File: config.mk
export PLATFORM = sky130hd
export DESIGN_NAME = pong_game_fsm_flat
export DESIGN_NICKNAME = d
export VERILOG_FILES = /design/src/rtl/pong_pkg.sv /design/src/rtl/pong_game_fsm_if.sv /design/src/rtl/pong_frame_timer.sv /design/src/rtl/pong_game_fsm.sv /design/src/flat_wrapper.sv
export SDC_FILE = /design/constraint.sdc
export NUM_CORES = 1
export LEC_CHECK = 0
export ABC_AREA = 1
export BUFFER_PORTS_ARGS = -buffer_cell sky130_fd_sc_hd__buf_4
export CELL_PAD_IN_SITES_DETAIL_PLACEMENT = 0
export CELL_PAD_IN_SITES_GLOBAL_PLACEMENT = 2
export CORE_UTILIZATION = 28
export DETAILED_ROUTE_END_ITERATION = 8
export PLACE_DENSITY_LB_ADDON = 0.08
export SYNTH_ARGS = -nofsm -noshare
export SYNTH_HDL_FRONTEND = slang
export SYNTH_HIERARCHICAL = 1
export SYNTH_SLANG_ARGS = --single-unit
File: constraint.sdc
create_clock -name clk -period 2.8 [get_ports clk]
set_input_delay 0.28 -clock clk [delete_from_list [all_inputs] [get_ports clk]]
set_output_delay 0.28 -clock clk [all_outputs]
set_load 0.02 [all_outputs]
File: src/rtl/pong_pkg.sv
// Shared types and constants for the pong game controller.
// State encodings are fixed because game_state is visible outside the block.
package pong_pkg;

  localparam int SCORE_W = 4;
  localparam int STATE_W = 3;

  typedef enum logic [STATE_W-1:0] {
    ST_IDLE      = 3'd0,
    ST_SERVE     = 3'd1,
    ST_PLAY      = 3'd2,
    ST_POINT     = 3'd3,
    ST_GAME_OVER = 3'd4
  } state_t;

  function automatic int max2(input int a, input int b);
    return (a > b) ? a : b;
  endfunction

endpackage

File: src/rtl/pong_game_fsm_if.sv
// Control/status bundle between the raster/ball logic and the game controller.
// The slave modport is the controller's view.
interface pong_game_fsm_if;
  import pong_pkg::*;

  logic [11:0]        col_counter;
  logic [11:0]        row_counter;
  logic               start;
  logic               miss_p0;
  logic               miss_p1;
  logic [STATE_W-1:0] game_state;
  logic               ball_enable;
  logic               ball_center;
  logic               paddle_enable;
  logic               serve_dir;
  logic [SCORE_W-1:0] score_p0;
  logic [SCORE_W-1:0] score_p1;
  logic               winner;

  modport slave (
    input  col_counter, row_counter, start, miss_p0, miss_p1,
    output game_state, ball_enable, ball_center, paddle_enable,
           serve_dir, score_p0, score_p1, winner
  );

  modport master (
    output col_counter, row_counter, start, miss_p0, miss_p1,
    input  game_state, ball_enable, ball_center, paddle_enable,
           serve_dir, score_p0, score_p1, winner
  );

endinterface

File: src/rtl/pong_frame_timer.sv
// Frame tick decode plus a frame counter that reports when the selected
// hold length (serve or point pause) has elapsed.
module pong_frame_timer #(
  parameter int DISP_COLS    = 800,
  parameter int DISP_ROWS    = 600,
  parameter int SERVE_FRAMES = 60,
  parameter int POINT_FRAMES = 120,
  parameter int CNT_W        = 7
) (
  input  logic        clk,
  input  logic        rst_n,
  input  logic [11:0] col_counter,
  input  logic [11:0] row_counter,
  input  logic        clear,
  input  logic        count_en,
  input  logic        sel_point,
  output logic        done
);

  logic             frame_tick;
  logic [CNT_W-1:0] cnt_q, cnt_d;
  logic [CNT_W-1:0] limit;

  assign frame_tick = (col_counter == 12'(DISP_COLS)) && (row_counter == 12'(DISP_ROWS));
  assign limit      = sel_point ? CNT_W'(POINT_FRAMES - 1) : CNT_W'(SERVE_FRAMES - 1);
  // done fires on the last counted tick so the FSM moves on the following cycle
  assign done       = count_en && frame_tick && (cnt_q == limit);

  always_comb begin
    cnt_d = cnt_q;
    if (clear) begin
      cnt_d = '0;
    end else if (count_en && frame_tick) begin
      cnt_d = cnt_q + 1'b1;
    end
  end

  always_ff @(posedge clk or negedge rst_n) begin
    if (!rst_n) begin
      cnt_q <= '0;
    end else begin
      cnt_q <= cnt_d;
    end
  end

endmodule

File: src/rtl/pong_game_fsm.sv
// Pong game sequencer: serve hold, play, point pause, scoring and game over.
// All outputs come straight from flops.
module pong_game_fsm
  import pong_pkg::*;
#(
  parameter int DISP_COLS    = 800,
  parameter int DISP_ROWS    = 600,
  parameter int SCORE_LIMIT  = 5,
  parameter int SERVE_FRAMES = 60,
  parameter int POINT_FRAMES = 120
) (
  input  logic            clk,
  input  logic            rst_n,
  pong_game_fsm_if.slave  bus
);

  localparam int CNT_W = $clog2(max2(SERVE_FRAMES, POINT_FRAMES) + 1);
  localparam logic [SCORE_W-1:0] LIMIT = SCORE_W'(SCORE_LIMIT);

  state_t             state_q, state_d;
  logic               start_q;
  logic [SCORE_W-1:0] score_p0_q, score_p0_d;
  logic [SCORE_W-1:0] score_p1_q, score_p1_d;
  logic               serve_dir_q, serve_dir_d;
  logic               winner_q, winner_d;
  logic               ball_enable_q, ball_enable_d;
  logic               ball_center_q, ball_center_d;
  logic               paddle_enable_q, paddle_enable_d;
  logic               start_edge;
  logic               timer_done;

  assign start_edge = bus.start && !start_q;

  pong_frame_timer #(
    .DISP_COLS    (DISP_COLS),
    .DISP_ROWS    (DISP_ROWS),
    .SERVE_FRAMES (SERVE_FRAMES),
    .POINT_FRAMES (POINT_FRAMES),
    .CNT_W        (CNT_W)
  ) u_timer (
    .clk         (clk),
    .rst_n       (rst_n),
    .col_counter (bus.col_counter),
    .row_counter (bus.row_counter),
    .clear       (state_d != state_q),
    .count_en    ((state_q == ST_SERVE) || (state_q == ST_POINT)),
    .sel_point   (state_q == ST_POINT),
    .done        (timer_done)
  );

  always_comb begin
    state_d     = state_q;
    score_p0_d  = score_p0_q;
    score_p1_d  = score_p1_q;
    serve_dir_d = serve_dir_q;
    winner_d    = winner_q;
    case (state_q)
      ST_IDLE, ST_GAME_OVER: begin
        if (start_edge) begin
          score_p0_d  = '0;
          score_p1_d  = '0;
          serve_dir_d = 1'b1;
          state_d     = ST_SERVE;
        end
      end
      ST_SERVE: begin
        if (timer_done) state_d = ST_PLAY;
      end
      ST_PLAY: begin
        // a double miss is a replay: no score, serve direction kept
        if (bus.miss_p0 && bus.miss_p1) begin
          state_d = ST_POINT;
        end else if (bus.miss_p0) begin
          if (score_p1_q < LIMIT) score_p1_d = score_p1_q + 1'b1;
          serve_dir_d = 1'b0;
          state_d     = ST_POINT;
        end else if (bus.miss_p1) begin
          if (score_p0_q < LIMIT) score_p0_d = score_p0_q + 1'b1;
          serve_dir_d = 1'b1;
          state_d     = ST_POINT;
        end
      end
      ST_POINT: begin
        if (timer_done) begin
          if ((score_p0_q == LIMIT) || (score_p1_q == LIMIT)) begin
            winner_d = (score_p1_q == LIMIT);
            state_d  = ST_GAME_OVER;
          end else begin
            state_d = ST_SERVE;
          end
        end
      end
      default: state_d = ST_IDLE;
    endcase

    ball_enable_d   = (state_d == ST_PLAY);
    ball_center_d   = (state_d != ST_PLAY);
    paddle_enable_d = (state_d == ST_SERVE) || (state_d == ST_PLAY) || (state_d == ST_POINT);
  end

  always_ff @(posedge clk or negedge rst_n) begin
    if (!rst_n) begin
      state_q         <= ST_IDLE;
      start_q         <= 1'b0;
      score_p0_q      <= '0;
      score_p1_q      <= '0;
      serve_dir_q     <= 1'b1;
      winner_q        <= 1'b0;
      ball_enable_q   <= 1'b0;
      ball_center_q   <= 1'b1;
      paddle_enable_q <= 1'b0;
    end else begin
      state_q         <= state_d;
      start_q         <= bus.start;
      score_p0_q      <= score_p0_d;
      score_p1_q      <= score_p1_d;
      serve_dir_q     <= serve_dir_d;
      winner_q        <= winner_d;
      ball_enable_q   <= ball_enable_d;
      ball_center_q   <= ball_center_d;
      paddle_enable_q <= paddle_enable_d;
    end
  end

  assign bus.game_state    = state_q;
  assign bus.ball_enable   = ball_enable_q;
  assign bus.ball_center   = ball_center_q;
  assign bus.paddle_enable = paddle_enable_q;
  assign bus.serve_dir     = serve_dir_q;
  assign bus.score_p0      = score_p0_q;
  assign bus.score_p1      = score_p1_q;
  assign bus.winner        = winner_q;

endmodule

File: src/flat_wrapper.sv
// flat-port wrapper written by rule: the top's interface ports become plain ports
module pong_game_fsm_flat import pong_pkg::*;
#(
  parameter int DISP_COLS    = 800,
  parameter int DISP_ROWS    = 600,
  parameter int SCORE_LIMIT  = 5,
  parameter int SERVE_FRAMES = 60,
  parameter int POINT_FRAMES = 120
)
  (clk, rst_n, bus_col_counter, bus_row_counter, bus_start, bus_miss_p0, bus_miss_p1, bus_game_state, bus_ball_enable, bus_ball_center, bus_paddle_enable, bus_serve_dir, bus_score_p0, bus_score_p1, bus_winner);
  pong_game_fsm_if bus_i ();
  input  logic clk;
  input  logic rst_n;
  input wire logic [$bits(bus_i.col_counter)-1:0] bus_col_counter;
  input wire logic [$bits(bus_i.row_counter)-1:0] bus_row_counter;
  input wire logic [$bits(bus_i.start)-1:0] bus_start;
  input wire logic [$bits(bus_i.miss_p0)-1:0] bus_miss_p0;
  input wire logic [$bits(bus_i.miss_p1)-1:0] bus_miss_p1;
  output wire logic [$bits(bus_i.game_state)-1:0] bus_game_state;
  output wire logic [$bits(bus_i.ball_enable)-1:0] bus_ball_enable;
  output wire logic [$bits(bus_i.ball_center)-1:0] bus_ball_center;
  output wire logic [$bits(bus_i.paddle_enable)-1:0] bus_paddle_enable;
  output wire logic [$bits(bus_i.serve_dir)-1:0] bus_serve_dir;
  output wire logic [$bits(bus_i.score_p0)-1:0] bus_score_p0;
  output wire logic [$bits(bus_i.score_p1)-1:0] bus_score_p1;
  output wire logic [$bits(bus_i.winner)-1:0] bus_winner;
  assign bus_i.col_counter = bus_col_counter;
  assign bus_i.row_counter = bus_row_counter;
  assign bus_i.start = bus_start;
  assign bus_i.miss_p0 = bus_miss_p0;
  assign bus_i.miss_p1 = bus_miss_p1;
  assign bus_game_state = bus_i.game_state;
  assign bus_ball_enable = bus_i.ball_enable;
  assign bus_ball_center = bus_i.ball_center;
  assign bus_paddle_enable = bus_i.paddle_enable;
  assign bus_serve_dir = bus_i.serve_dir;
  assign bus_score_p0 = bus_i.score_p0;
  assign bus_score_p1 = bus_i.score_p1;
  assign bus_winner = bus_i.winner;
  pong_game_fsm #(.DISP_COLS(DISP_COLS), .DISP_ROWS(DISP_ROWS), .SCORE_LIMIT(SCORE_LIMIT), .SERVE_FRAMES(SERVE_FRAMES), .POINT_FRAMES(POINT_FRAMES)) u_core (.clk(clk), .rst_n(rst_n), .bus(bus_i));
endmodule
==> impl_metrics.py <==
metrics = {
    "outcome": {
        "status": "finished clean",
    },
    "sta": {
        "fin_crit_ns": 2.34,
        "fin_setup_tns_ns": 0,
        "fmax_mhz": 428,
        "slew_headroom": 0.763,
        "hold_viol": 0,
        "setup_viol_count_final": 0,
        "worst_slew_pin_slew_ns": 0.355,
        "finClkSkew_ns": 0.00327,
        "layout_setup_ws_ns": 0.464,
        "drv_slew": 0,
        "rsz0062_at_grt": "no",
        "min_period_over_period": 0.834,
    },
    "drt": {
        "routed-wl-met2_mm": 1.76,
        "drtAntennaViolNets": 0,
        "wl_met1_mm": 2.24,
        "wl_per_cell_microns": 10.7,
        "drc_errors": 0,
        "firstDrtPassIters": 4,
        "routed-via-count": 1687,
        "drtIter0Drc": 44,
        "drt-total-wl_mm": 4.24,
        "viasPerCell": 4.26,
        "wl_met3_microns": 169,
        "top_layer_used": "met4",
    },
    "yosys": {
        "ys_types": 22,
        "async_flop_share": 1.00,
        "synth_commonest_cells": "77 x nand2_1, 48 x nor2_1, 46 x inv_1, 27 x nand3_1, 22 x dfrtp_1",
        "synth_area_per_cell_sq_um": 6.59,
        "synth-edff-count": 0,
        "ys.flop_type": "dfrtp_1",
        "synth_nets": 309,
        "yosysWarnings": 6,
        "synth_top_area_frac": 0.306,
        "syn_inst": 273,
        "synth-seq-area-share": 0.335,
        "synth-seq-cells": 24,
        "synthMostInstantiatedCell": "nand2_1",
        "synthesis.area_sq_um": 1800,
        "yosys.area.top_type": "dfrtp_1",
        "synth_area_leaders": "dfrtp_1 31%, nand2_1 16%, nor2_1 10%",
    },
    "clock_tree": {
        "numCtsBuffers": 3,
        "clockBufferDepth": 2,
        "insertion_delay_ns": 0.27,
        "clock-sinks": 24,
        "path_clk_slew_ns": 0.09,
        "htree_levels": 1,
        "cts_tree": "yes",
        "cts_setup_buffers": 0,
        "cts_root_buffer": "clkbuf_8",
    },
    "grt": {
        "grt_max_degree": 25,
        "grt_pass1_wl_mm": 7.04,
        "grtUsageTotal": 0.138,
        "antenna_found_initial": 0,
        "overflow": 0,
        "grt_pass1_vias": 1530,
    },
    "setup_path": {
        "worst_setup_path_start_kind": "flip-flop",
        "critPathKind": "flip-flop to flip-flop",
        "cpMostUsedCell": "nand2_1",
        "critPathArrivalTime_ns": 2.55,
        "cp.required_ns": 3.02,
        "crit_path_max_fanout": 12,
        "path_cells": "inv_2 -> nor2_2 -> nand2_1 -> nor2_2 -> inv_1 -> nor2_1 -> nand2_1 -> nor2_1 -> inv_1 -> nor2_1 -> nand2_1 -> nand3_1 -> nand3_1 -> inv_1 -> nand4_1 -> nand2_1",
        "max_stage_delay_ns": 0.45,
        "reg2regPathDepth": 16,
        "crit_slowest_cell": "dfrtp_1",
        "cp-end-kind": "flip-flop",
    },
    "place": {
        "portBuffers": 44,
        "dp_hpwl_mm": 3.38,
        "dp_worst_setup_slack_ns": 0.471,
        "routabilityCongestion": 0.761,
    },
    "cells_and_area": {
        "finish.net_count": 358,
        "syn2layout_area_growth_pct": 27.1,
        "drive_above_1_share": 0.224,
        "antennaDiodeCount": 0,
        "fillCellCount": 692,
    },
    "run": {
        "cap_viol_max_count": 0,
    },
    "worst_hold_path": {
        "worstHoldPathType": "input pin to flip-flop",
        "holdPathStages": 1,
    },
    "power": {
        "leakagePower_nw": 1.24,
        "max-vdd-ir-drop_mv": 0.169,
        "p_per_area_nw_per_um2": 343,
    },
    "floorplanning": {
        "initial_core_util": 0.297,
        "fp.dieW_microns": 82.1,
        "boundaryPins": 45,
        "dieArea_sq_um": 6750,
        "fp.coreArea_sq_um": 6060,
        "fp.dieH_microns": 82.1,
        "rows": 28,
    },
}
## registers in the layout, indices dropped and copies added, names as in the netlist
register,count
u_core/bus.ball_center,1
u_core/bus.ball_enable,1
u_core/bus.game_state,3
u_core/bus.paddle_enable,1
u_core/bus.score_p0,4
u_core/bus.score_p1,4
u_core/bus.serve_dir,1
u_core/bus.winner,1
u_core/start_q,1
u_core/u_timer/cnt_q,7
## critical path, delay by kind of cell, from the launching register on
| kind | cells | cell delay (ns) |
|---|---|---|
| and+or+nand+nor | 12 | 1.32 |
| DFF | 1 | 0.45 |
| buffers and inverters | 4 | 0.51 |
## report_power, final
group	internal (mW)	switching [mW]	total (mW)
registers	0.355	0.00362	0.359
clock network	0.191	0.123	0.314
logic	0.0494	0.0630	0.112
total	0.596	0.189	0.785
## logic make-up after synthesis
kind of cell             after synthesis  synth area share
adder cells (fa/ha/maj)                7            0.0487
AND/OR/NAND/NOR                      176             0.440
flip-flops                            24             0.335
XOR/XNOR                               8            0.0390
buffers and inverters                 52             0.118
AO/OA/AOI/OAI                          6            0.0188
## repair_timing
item                                    4_1_cts  5_1_grt
hold buffers                                  1        0
endpoints found under the hold margin        22        0
endpoints found under the setup margin        0        0
gates resized for setup                       0        0
## cell usage in the layout (no fill, tap or decap)
cell type       n
o21ai_2         1
inv_1          46
xnor2_1         2
buf_4          45
xor2_1          6
nand2_2         4
nor2_1         48
nand4_1         7
nand3_1        27
inv_2           4
bufinv_16       1
dfstp_2         2
o21ai_0         2
nor3_1          1
dlygate4sd3_1   1
ha_1            7
clkbuf_8        3
a21oi_1         3
nand3_2         2
nor2_4          3
nand2_4         3
dfrtp_1        22
nand2_1        77
nor2_2          4
## stage by stage
step	hold WS [ns]	area (sq um)	utilization	power, mW	instances
after floorplan	-0.0156	1800	-	0.422	273
after global placement	0.206	2200	0.364	0.480	391
after detailed placement	0.207	2200	0.364	0.479	391
after CTS	0.107	2290	0.377	0.799	396
after global routing	0.102	2290	0.377	0.825	396
final	0.115	2290	0.377	0.785	396
## layout make-up
type / instances / area, sq um / share of cell area
inverters: 50 / 188 / 0.0821
repair buffers: 46 / 348 / 0.152
flip-flops and latches: 24 / 603 / 0.264
clock inverters: 1 / 30.0 / 0.0131
multi-input cells: 197 / 982 / 0.430
clock buffers: 3 / 41.3 / 0.0181
well taps: 75 / 93.8 / 0.0411
## layer usage
layer	vias to the layer above	global-route usage
met2	29	0.204
li1	925	-
met4	0	0.0474
met1	729	0.196
met5	-	0
met3	4	0.0308
## path summary, 6_finish.rpt
kind | from | to | slack (ns)
max | u_core/bus.game_state[0] | u_core/u_timer/cnt_q[1] | 0.46
max reg2reg | u_core/bus.game_state[0] | u_core/u_timer/cnt_q[1] | 0.46
min reg2reg | u_core/bus.serve_dir | u_core/bus.serve_dir | 0.47
max in group asynchronous | rst_n | u_core/bus.serve_dir | 2.08
min | bus_start | u_core/start_q | 0.11
min in group asynchronous | rst_n | u_core/u_timer/cnt_q[4] | 0.43
(Power assumes the default switching activity.)
